[src/rtl/mdu_unit.sv]
// -----------------------------------------------------------------------------
// mdu_unit
//   Multi-cycle multiply/divide unit in the EX stage of the 5-stage MIPS
//   pipeline. Owns the architectural HI/LO registers and executes
//   MULT/MULTU/DIV/DIVU/MTHI/MTLO. HI/LO are only written when the
//   instruction leaves EX (StallE=0, FlushE=0), so a younger MDU op can be
//   killed cleanly by an exception in MEM.
//
// Parameters
//   MUL_CYCLES  cycles MDUReadyE stays low for MULT/MULTU (1..8)
//
// Ports
//   clk        pipeline clock
//   resetn     asynchronous active-low reset
//   MDUOpE     op in EX: 000 none, 001 MULT, 010 MULTU, 011 DIV, 100 DIVU,
//              101 MTHI, 110 MTLO, 111 none
//   SrcAE      forwarded rs (dividend / multiplicand / MTHI-MTLO data)
//   SrcBE      forwarded rt (divisor / multiplier)
//   StallE     EX held this cycle
//   FlushE     instruction in EX is being killed
//   MDUReadyE  low while the op in EX is still computing
//   HiE, LoE   current HI / LO
//   BusyE      FSM not idle
// -----------------------------------------------------------------------------
module mdu_unit #(
   parameter int unsigned MUL_CYCLES = 2
) (
   input  logic        clk,
   input  logic        resetn,
   input  logic [2:0]  MDUOpE,
   input  logic [31:0] SrcAE,
   input  logic [31:0] SrcBE,
   input  logic        StallE,
   input  logic        FlushE,
   output logic        MDUReadyE,
   output logic [31:0] HiE,
   output logic [31:0] LoE,
   output logic        BusyE
);

   localparam logic [2:0] OP_MULT  = 3'b001;
   localparam logic [2:0] OP_MULTU = 3'b010;
   localparam logic [2:0] OP_DIV   = 3'b011;
   localparam logic [2:0] OP_DIVU  = 3'b100;
   localparam logic [2:0] OP_MTHI  = 3'b101;
   localparam logic [2:0] OP_MTLO  = 3'b110;

   localparam logic [4:0] MUL_CNT_INIT = 5'(MUL_CYCLES - 1);
   localparam logic [4:0] DIV_LAST     = 5'd31;

   typedef enum logic [1:0] {
      ST_IDLE = 2'b00,
      ST_MUL  = 2'b01,
      ST_DIV  = 2'b10,
      ST_DONE = 2'b11
   } state_t;

   state_t      state_q,   state_d;
   logic [4:0]  cnt_q,     cnt_d;
   logic        is_div_q,  is_div_d;
   logic        q_neg_q,   q_neg_d;
   logic        r_neg_q,   r_neg_d;
   logic [31:0] divisor_q, divisor_d;
   // Shared result register: {HI, LO} product for multiplies,
   // {partial remainder, dividend/quotient shift register} for divides.
   logic [63:0] res_q,     res_d;
   logic [31:0] hi_q,      hi_d;
   logic [31:0] lo_q,      lo_d;

   // ---------------------------------------------------------------------
   // Datapath helpers
   // ---------------------------------------------------------------------
   logic        mult_signed;
   logic        div_signed;
   logic [63:0] mul_a_ext;
   logic [63:0] mul_b_ext;
   logic [63:0] product;
   logic [31:0] a_mag;
   logic [31:0] b_mag;
   logic [32:0] rem_shift;
   logic [32:0] rem_diff;
   logic [63:0] div_step;
   logic [31:0] quo_fix;
   logic [31:0] rem_fix;
   logic [63:0] commit_val;

   assign mult_signed = (MDUOpE == OP_MULT);
   assign div_signed  = (MDUOpE == OP_DIV);

   // Sign- or zero-extend to 64 bits; the low 64 bits of the unsigned
   // product are then the correct signed or unsigned 32x32 result.
   assign mul_a_ext = {{32{mult_signed & SrcAE[31]}}, SrcAE};
   assign mul_b_ext = {{32{mult_signed & SrcBE[31]}}, SrcBE};
   assign product   = mul_a_ext * mul_b_ext;

   assign a_mag = (div_signed && SrcAE[31]) ? (-SrcAE) : SrcAE;
   assign b_mag = (div_signed && SrcBE[31]) ? (-SrcBE) : SrcBE;

   // One restoring step: shift the next dividend bit into the remainder and
   // subtract the divisor; bit 32 of the difference is the borrow. A zero
   // divisor never borrows, giving quotient all-ones and remainder = dividend.
   assign rem_shift = {res_q[63:32], res_q[31]};
   assign rem_diff  = rem_shift - {1'b0, divisor_q};
   assign div_step  = rem_diff[32] ? {rem_shift[31:0], res_q[30:0], 1'b0}
                                   : {rem_diff[31:0],  res_q[30:0], 1'b1};

   // Sign fix-up: quotient negative when operand signs differ, remainder
   // follows the dividend.
   assign quo_fix    = q_neg_q ? (-res_q[31:0])  : res_q[31:0];
   assign rem_fix    = r_neg_q ? (-res_q[63:32]) : res_q[63:32];
   assign commit_val = is_div_q ? {rem_fix, quo_fix} : res_q;

   // ---------------------------------------------------------------------
   // Next-state / output logic
   // ---------------------------------------------------------------------
   // NOTE: every variable gets a default before the case statement so that
   // no path leaves one unassigned, which would infer a latch.
   always_comb begin
      state_d   = state_q;
      cnt_d     = cnt_q;
      is_div_d  = is_div_q;
      q_neg_d   = q_neg_q;
      r_neg_d   = r_neg_q;
      divisor_d = divisor_q;
      res_d     = res_q;
      hi_d      = hi_q;
      lo_d      = lo_q;
      MDUReadyE = 1'b1;

      case (state_q)
         ST_IDLE: begin
            case (MDUOpE)
               OP_MULT, OP_MULTU: begin
                  // Product captured at launch; the MUL state models the
                  // remaining multiplier latency.
                  MDUReadyE = 1'b0;
                  is_div_d  = 1'b0;
                  res_d     = product;
                  cnt_d     = MUL_CNT_INIT;
                  state_d   = (MUL_CYCLES <= 1) ? ST_DONE : ST_MUL;
               end
               OP_DIV, OP_DIVU: begin
                  MDUReadyE = 1'b0;
                  is_div_d  = 1'b1;
                  divisor_d = b_mag;
                  res_d     = {32'd0, a_mag};
                  q_neg_d   = div_signed & (SrcAE[31] ^ SrcBE[31]);
                  r_neg_d   = div_signed & SrcAE[31];
                  cnt_d     = 5'd0;
                  state_d   = ST_DIV;
               end
               OP_MTHI: begin
                  if (!StallE) hi_d = SrcAE;
               end
               OP_MTLO: begin
                  if (!StallE) lo_d = SrcAE;
               end
               default: ;
            endcase
         end

         ST_MUL: begin
            MDUReadyE = 1'b0;
            cnt_d     = cnt_q - 5'd1;
            if (cnt_q == 5'd1) state_d = ST_DONE;
         end

         ST_DIV: begin
            MDUReadyE = 1'b0;
            res_d     = div_step;
            cnt_d     = cnt_q + 5'd1;
            if (cnt_q == DIV_LAST) state_d = ST_DONE;
         end

         ST_DONE: begin
            // Result is held here until EX actually advances.
            if (!StallE) begin
               hi_d    = commit_val[63:32];
               lo_d    = commit_val[31:0];
               state_d = ST_IDLE;
            end
         end

         default: state_d = ST_IDLE;
      endcase

      // A kill overrides everything: release the stall so the flush can
      // proceed, drop any partial result and never touch HI/LO.
      if (FlushE) begin
         MDUReadyE = 1'b1;
         state_d   = ST_IDLE;
         hi_d      = hi_q;
         lo_d      = lo_q;
      end
   end

   // ---------------------------------------------------------------------
   // State registers
   // ---------------------------------------------------------------------
   // NOTE: sequential state uses non-blocking assignments so every flop
   // samples its pre-edge value regardless of statement order.
   always_ff @(posedge clk or negedge resetn) begin
      if (!resetn) begin
         state_q   <= ST_IDLE;
         cnt_q     <= 5'd0;
         is_div_q  <= 1'b0;
         q_neg_q   <= 1'b0;
         r_neg_q   <= 1'b0;
         divisor_q <= 32'd0;
         res_q     <= 64'd0;
         hi_q      <= 32'd0;
         lo_q      <= 32'd0;
      end else begin
         state_q   <= state_d;
         cnt_q     <= cnt_d;
         is_div_q  <= is_div_d;
         q_neg_q   <= q_neg_d;
         r_neg_q   <= r_neg_d;
         divisor_q <= divisor_d;
         res_q     <= res_d;
         hi_q      <= hi_d;
         lo_q      <= lo_d;
      end
   end

   assign HiE   = hi_q;
   assign LoE   = lo_q;
   assign BusyE = (state_q != ST_IDLE);

endmodule

[config.mk]
export PLATFORM = sky130hd
export DESIGN_NAME = mdu_unit
export DESIGN_NICKNAME = d
export VERILOG_FILES = /design/src/rtl/mdu_unit.sv
export SDC_FILE = /design/constraint.sdc
export NUM_CORES = 2
export LEC_CHECK = 0
export CORE_MARGIN = 4
export CORE_UTILIZATION = 60
export DETAILED_ROUTE_END_ITERATION = 8
export GPL_TIMING_DRIVEN = 0
export PLACE_DENSITY = 0.76
export SYNTH_ARGS = -nofsm -noshare
export SYNTH_HDL_FRONTEND = slang
export SYNTH_SLANG_ARGS = --single-unit
[constraint.sdc]
create_clock -name clk -period 4.2 [get_ports clk]
set_clock_uncertainty 0.1 [all_clocks]
set_input_delay 0.84 -clock clk [delete_from_list [all_inputs] [get_ports clk]]
set_output_delay 0.84 -clock clk [all_outputs]
set_load 0.005 [all_outputs]
; Yosys cells after proc, flatten, opt, wreduce, memory -nomap -nowiden
; Cells that the tools add are included.
; W data, S select, Z words.
[word_totals]
register_bits = 170
output_inout_bits = 66
[op_classes]
n_bitwise = 6
n_mux = 27
n_reduce_logical = 19
add_sub_neg = 7
mul = 1
n_eq_ne = 20
[ops]
columns = cell, count
row1 = $mux W32, 9
row2 = $pmux W64 S2, 2
row3 = $mux W64, 2
row4 = $neg A32 Y32, 4
row5 = $pmux W32 S2, 2
row6 = $mul A33 B33 Y64, 1
row7 = $sub A33 B32 Y33, 1
row8 = $pmux W5 S3, 1
row9 = $pmux W5 S2, 1
row10 = $reduce_and A5 Y1, 2
row11 = $eq A3 B3 Y1 const B, 3
row12 = $ne A3 B3 Y1 const B, 3
row13 = $mux W2, 4
row14 = $pmux W2 S4, 1
row15 = $reduce_and A2 Y1, 4
row16 = $reduce_bool A2 Y1, 4
row17 = $eq A3 B2 Y1 const B, 2
row18 = $reduce_or A2 Y1, 3
row19 = $add A5 B1 Y5 const B, 1
row20 = $eq A5 B1 Y1 const B, 1
row21 = $eq A5 B5 Y1 const B, 1
row22 = $sub A5 B1 Y5 const B, 1
row23 = $and A1 B1 Y1, 4
row24 = $eq A2 B2 Y1 const B, 2
row25 = 16 further kinds, 21

; Longest topological paths before layout
[depth]
depth_word = 5
depth_mapped = 33
mapped_depth_nobuf = 30

; Worst setup path after synthesis
; Ideal clock, no wire load.
[synth_path]
kind = input-to-reg
startpoint = input port MDUOpE[1]
endpoint = register res_q[63]
required_time_ns = 4.018
setup_ns = 0.082
stages = 33
path_slack_ns = -5.093
arrival_time_ns = 9.111
n_path_buf = 3
cell_sequence = nor3b_1 > clkbuf_1 > and2_1 > clkbuf_1 > nand2_1 > inv_1 > fa_1 > inv_1 > fa_1 > inv_1 > fa_1 > fa_1 > inv_1 > fa_1 > inv_1 > fa_1 > inv_1 > fa_1 > fa_1 > inv_1 > ha_1 > clkbuf_1 > nand3_1 > nor3_1 > a32oi_1 > nor4_1 > o31a_1 > o2111ai_1 > a41oi_1 > o21a_1 > nor3_1 > nand3b_1 > a31oi_1
[synth_via]
elab_chain_cells = 5
elab_cells_between_ends = 13
cone_classes = mul: 1 / eq/ne: 5 / mux: 2 / bitwise: 2 / reduce/logical: 3
[synth_lines]
columns = item, line_no
row1 = start: declaration, 30  ; input logic [2:0] MDUOpE,
row2 = $eq A3 B1 Y1, "87, 132"
row3 = $and A1 B1 Y1 (on tied branches), "92, 93"
row4 = $mul A33 B33 Y64, 94  ; assign product = mul_a_ext * mul_b_ext;
row5 = $pmux W64 S2, 132  ; case (MDUOpE)
row6 = $pmux W64 S2, 130  ; case (state_q)
row7 = end signal: assignment, 220  ; res_q <= res_d;
row8 = end: declaration, 66  ; logic [63:0] res_q, res_d;
; Several ways; a longest one is shown, not always the timed one.
; A chain may end at the register's enable or synchronous reset.

; Final worst setup path
[layout_path]
startpoint = input port MDUOpE[2]
endpoint = register res_q[63]
; Same word-level chain as after synthesis.

==> reports/summary.txt <==
syn_nets: 7,285
Final Hold Fails: 0
failing checks: setup timing
H-tree depth: 4
Final period util: 2.15
Slowest-stage cell, CP: fa_2
Die X: 298 um
Pins Over Slew Limit: 0
vias per cell: 6.21
Worst Path Max Fanout: 6
CTS root buf: clkbuf_16
fillcell total: 6,178
Initial Utilization: 0.609
DRC viols: 0
Clock Latency Late Sink: 0.46 ns
Layout area overhead: 20.1%
FF-to-FF Start: res_q[32]
CTS tree: yes
Synth Instances: 5,829
multi-input combinational cell area: 0.0427 mm^2
Final #Nets: 7,627
reg2reg setup slack: -0.19 ns
Synth Cell Area: 0.0503 mm^2
hold_buf cts: 0
initial antenna violation count: 18
Yosys cell types: 87
Place WS: -6.96 ns
status: complete, but fails checks
Hold Path Class: input pin to asynchronous set/reset pin
Clock Path Buffers: 2
max cap viols: 0
data required time at the worst endpoint: 4.47 ns
DRT iter0 DRCs: 5,192
register area share after synthesis: 0.0845
Final HPWL DP: 157,000 um
global route overflow: 0
PnR worst setup slack: -4.82 ns
core area: 0.0826 mm^2
share of layout cells above drive strength 1: 0.163
I/O pin count: 137
Die Y: 298 um
I/O Buffers: 99
number of cells on the worst reg-to-reg path: 14
CP Capture Type: register
top_reg_cell synth: dfrtp_1
total die area: 0.0886 mm^2
post-synthesis register bit count: 170
unrepaired setup endpoints after global routing: yes
share of flip-flops with an asynchronous set or reset: 1.00
final setup fails: 59
crit-path max cell delay: 0.64 ns
crit path kind: input pin to register
EDFF count, synth: 0
fmax: 0.111 GHz
Final min period: 9.02 ns
GRT Total Usage: 0.449
Yosys warning count: 0
FF-to-FF End: res_q[57]
clock slew at reported path FFs: 0.08 ns
Avg Cell Area, Syn: 8.63 um^2
Startpoint Class: input pin
global-route wire length before repair: 292,000 um
WL final: 200,000 um
Num CTS Buffers: 17
routed vias: 45,085
Final ANT Viol Nets: 0
post-route insts no fill: 7,265
average wire per standard cell: 27.6 um
DRT Pass-1 Iters: 7
Rows: 105
dpl cells: 6,999
worst rel slew slack: 0.120
pin count of the biggest net entering global routing: 108
Final Core Density: 0.731
gp weighted congestion: 1.07
register area: 0.00425 mm^2
vias in the first global route: 46,278
slew of the pin with the lowest slew margin: 1.32 ns
Crit path arrival time: 9.29 ns
CTS sink cnt: 170
[cells in the mapped netlist, types with 8 or more instances]
cell type,instances,area share
clkbuf_1,294,0.022
nand2_1,1017,0.076
o21a_1,17,0.0025
inv_1,1217,0.091
nand2b_1,21,0.0026
nand3_1,37,0.0037
o21ai_1,11,0.0011
o21bai_1,12,0.0018
a31oi_1,24,0.0030
xor2_1,72,0.013
nand4_1,8,0.00099
a21oi_1,181,0.018
o211ai_1,21,0.0031
or3_1,22,0.0027
o21ai_0,266,0.026
a21o_1,44,0.0066
and3_1,33,0.0041
nor3_1,48,0.0048
nor2_1,189,0.014
dfrtp_1,170,0.085
or2_2,11,0.0014
o31ai_1,14,0.0021
a211oi_1,49,0.0073
ha_1,259,0.064
a22oi_1,15,0.0022
or4_1,8,0.0012
buf_1,60,0.0045
fa_1,1126,0.45
nor2b_1,10,0.0012
xnor2_1,134,0.023
a311oi_1,8,0.0014
mux2i_1,17,0.0034
and2_1,280,0.035
nor4_1,19,0.0024
[worst max path at each step]
stage,startpoint,to,slack (ns)
detailed placement,SrcAE[31],res_q[63],-6.96
floorplan,MDUOpE[2],res_q[63],-4.31
CTS,MDUOpE[0],res_q[63],-4.70
finish,MDUOpE[2],res_q[63],-4.82
global placement,SrcAE[31],res_q[63],-6.80
global route,MDUOpE[2],res_q[63],-5.02
[sequential cells by signal, summed over array words and instances, names as in the netlist]
name       cells
cnt_q          5
LoE           32
res_q         64
state_q        2
r_neg_q        1
divisor_q     32
is_div_q       1
HiE           32
q_neg_q        1
[cell families after synthesis]
logic type      Yosys count  synth area share
compound gates          738            0.0903
xor+xnor                207            0.0364
fa+ha+maj              1385             0.512
buf+inv                1580             0.118
flops                   170            0.0845
mux                      23           0.00487
simple gates           1726             0.153
[timing repair]
action / in CTS / in global routing
cloned: 4 / 3
setup endpoints to repair: 61 / 59
buffers inserted: 136 / 103
pin swaps: 168 / 250
resized for setup: 577 / 332
[routing by layer]
| metal | up-vias | global-route usage | wire [um] | part of all wire |
|---|---|---|---|---|
| met5 | - | 0.00595 | 180 | 0.00090 |
| met2 | 3355 | 0.663 | 84400 | 0.42 |
| met1 | 22489 | 0.543 | 67000 | 0.33 |
| met3 | 974 | 0.179 | 30100 | 0.15 |
| met4 | 18 | 0.307 | 18700 | 0.093 |
| li1 | 18249 | - | - | - |
[worst max-delay path: cells and delay by family]
family | cells | cell delay, ns
AND/OR/NAND/NOR | 8 | 1.26
adder cells (fa/ha/maj) | 9 | 4.57
buffers and inverters | 12 | 1.45
AO/OA/AOI/OAI | 5 | 1.13
[final cells by class]
class	instances	area share
well taps	1070	0.0222
clock buffers	17	0.00704
plain buffers	348	0.0601
repair buffers	337	0.0537
inverters	1218	0.0761
flip-flops and latches	170	0.0704
multi-input cells	4079	0.707
clock inverters	15	0.00290
diodes	11	0.000455
[cells in the final DEF (no fill, tap or decap), types with 20 or more instances in the layout]
master | netlist | routed
o211ai_1 | 21 | 21
clkbuf_2 | 0 | 31
a21oi_1 | 181 | 136
nor3_1 | 48 | 38
dfrtp_1 | 170 | 170
xnor2_1 | 134 | 111
a211oi_1 | 49 | 22
a211oi_2 | 1 | 27
ha_4 | 0 | 61
fa_2 | 0 | 56
buf_12 | 0 | 29
o21ai_0 | 266 | 190
and2_4 | 0 | 26
a21oi_2 | 0 | 35
inv_1 | 1217 | 1162
ha_1 | 259 | 194
nand3_1 | 37 | 30
xor2_1 | 72 | 63
buf_2 | 6 | 23
o21ai_2 | 0 | 20
buf_4 | 1 | 191
nand2b_1 | 21 | 20
clkbuf_8 | 0 | 54
fa_1 | 1126 | 1070
o21ai_1 | 11 | 59
or3_1 | 22 | 20
buf_6 | 1 | 68
clkdlybuf4s50_1 | 0 | 71
and3_1 | 33 | 28
clkbuf_16 | 0 | 58
nand2_1 | 1017 | 986
and2_1 | 280 | 254
nor2_1 | 189 | 178
a31oi_1 | 24 | 23
a21o_1 | 44 | 41
clkbuf_1 | 294 | 99
buf_8 | 0 | 42
inv_2 | 0 | 49
[metrics by stage]
step | area [um^2] | setup TNS, ns | hold slack, ns
after detailed placement | 55000 | -307.32 | 0.365
after floorplan | 52600 | -176.17 | 0.350
final | 60400 | -200.81 | 0.357
after global routing | 60400 | -208.30 | 0.396
after CTS | 58800 | -198.17 | 0.382
after global placement | 54900 | -1140.69 | 0.361
Power is left out: the tool's default activity adds up to more than one toggle a clock period on the data nets, which glitch-free logic cannot reach.
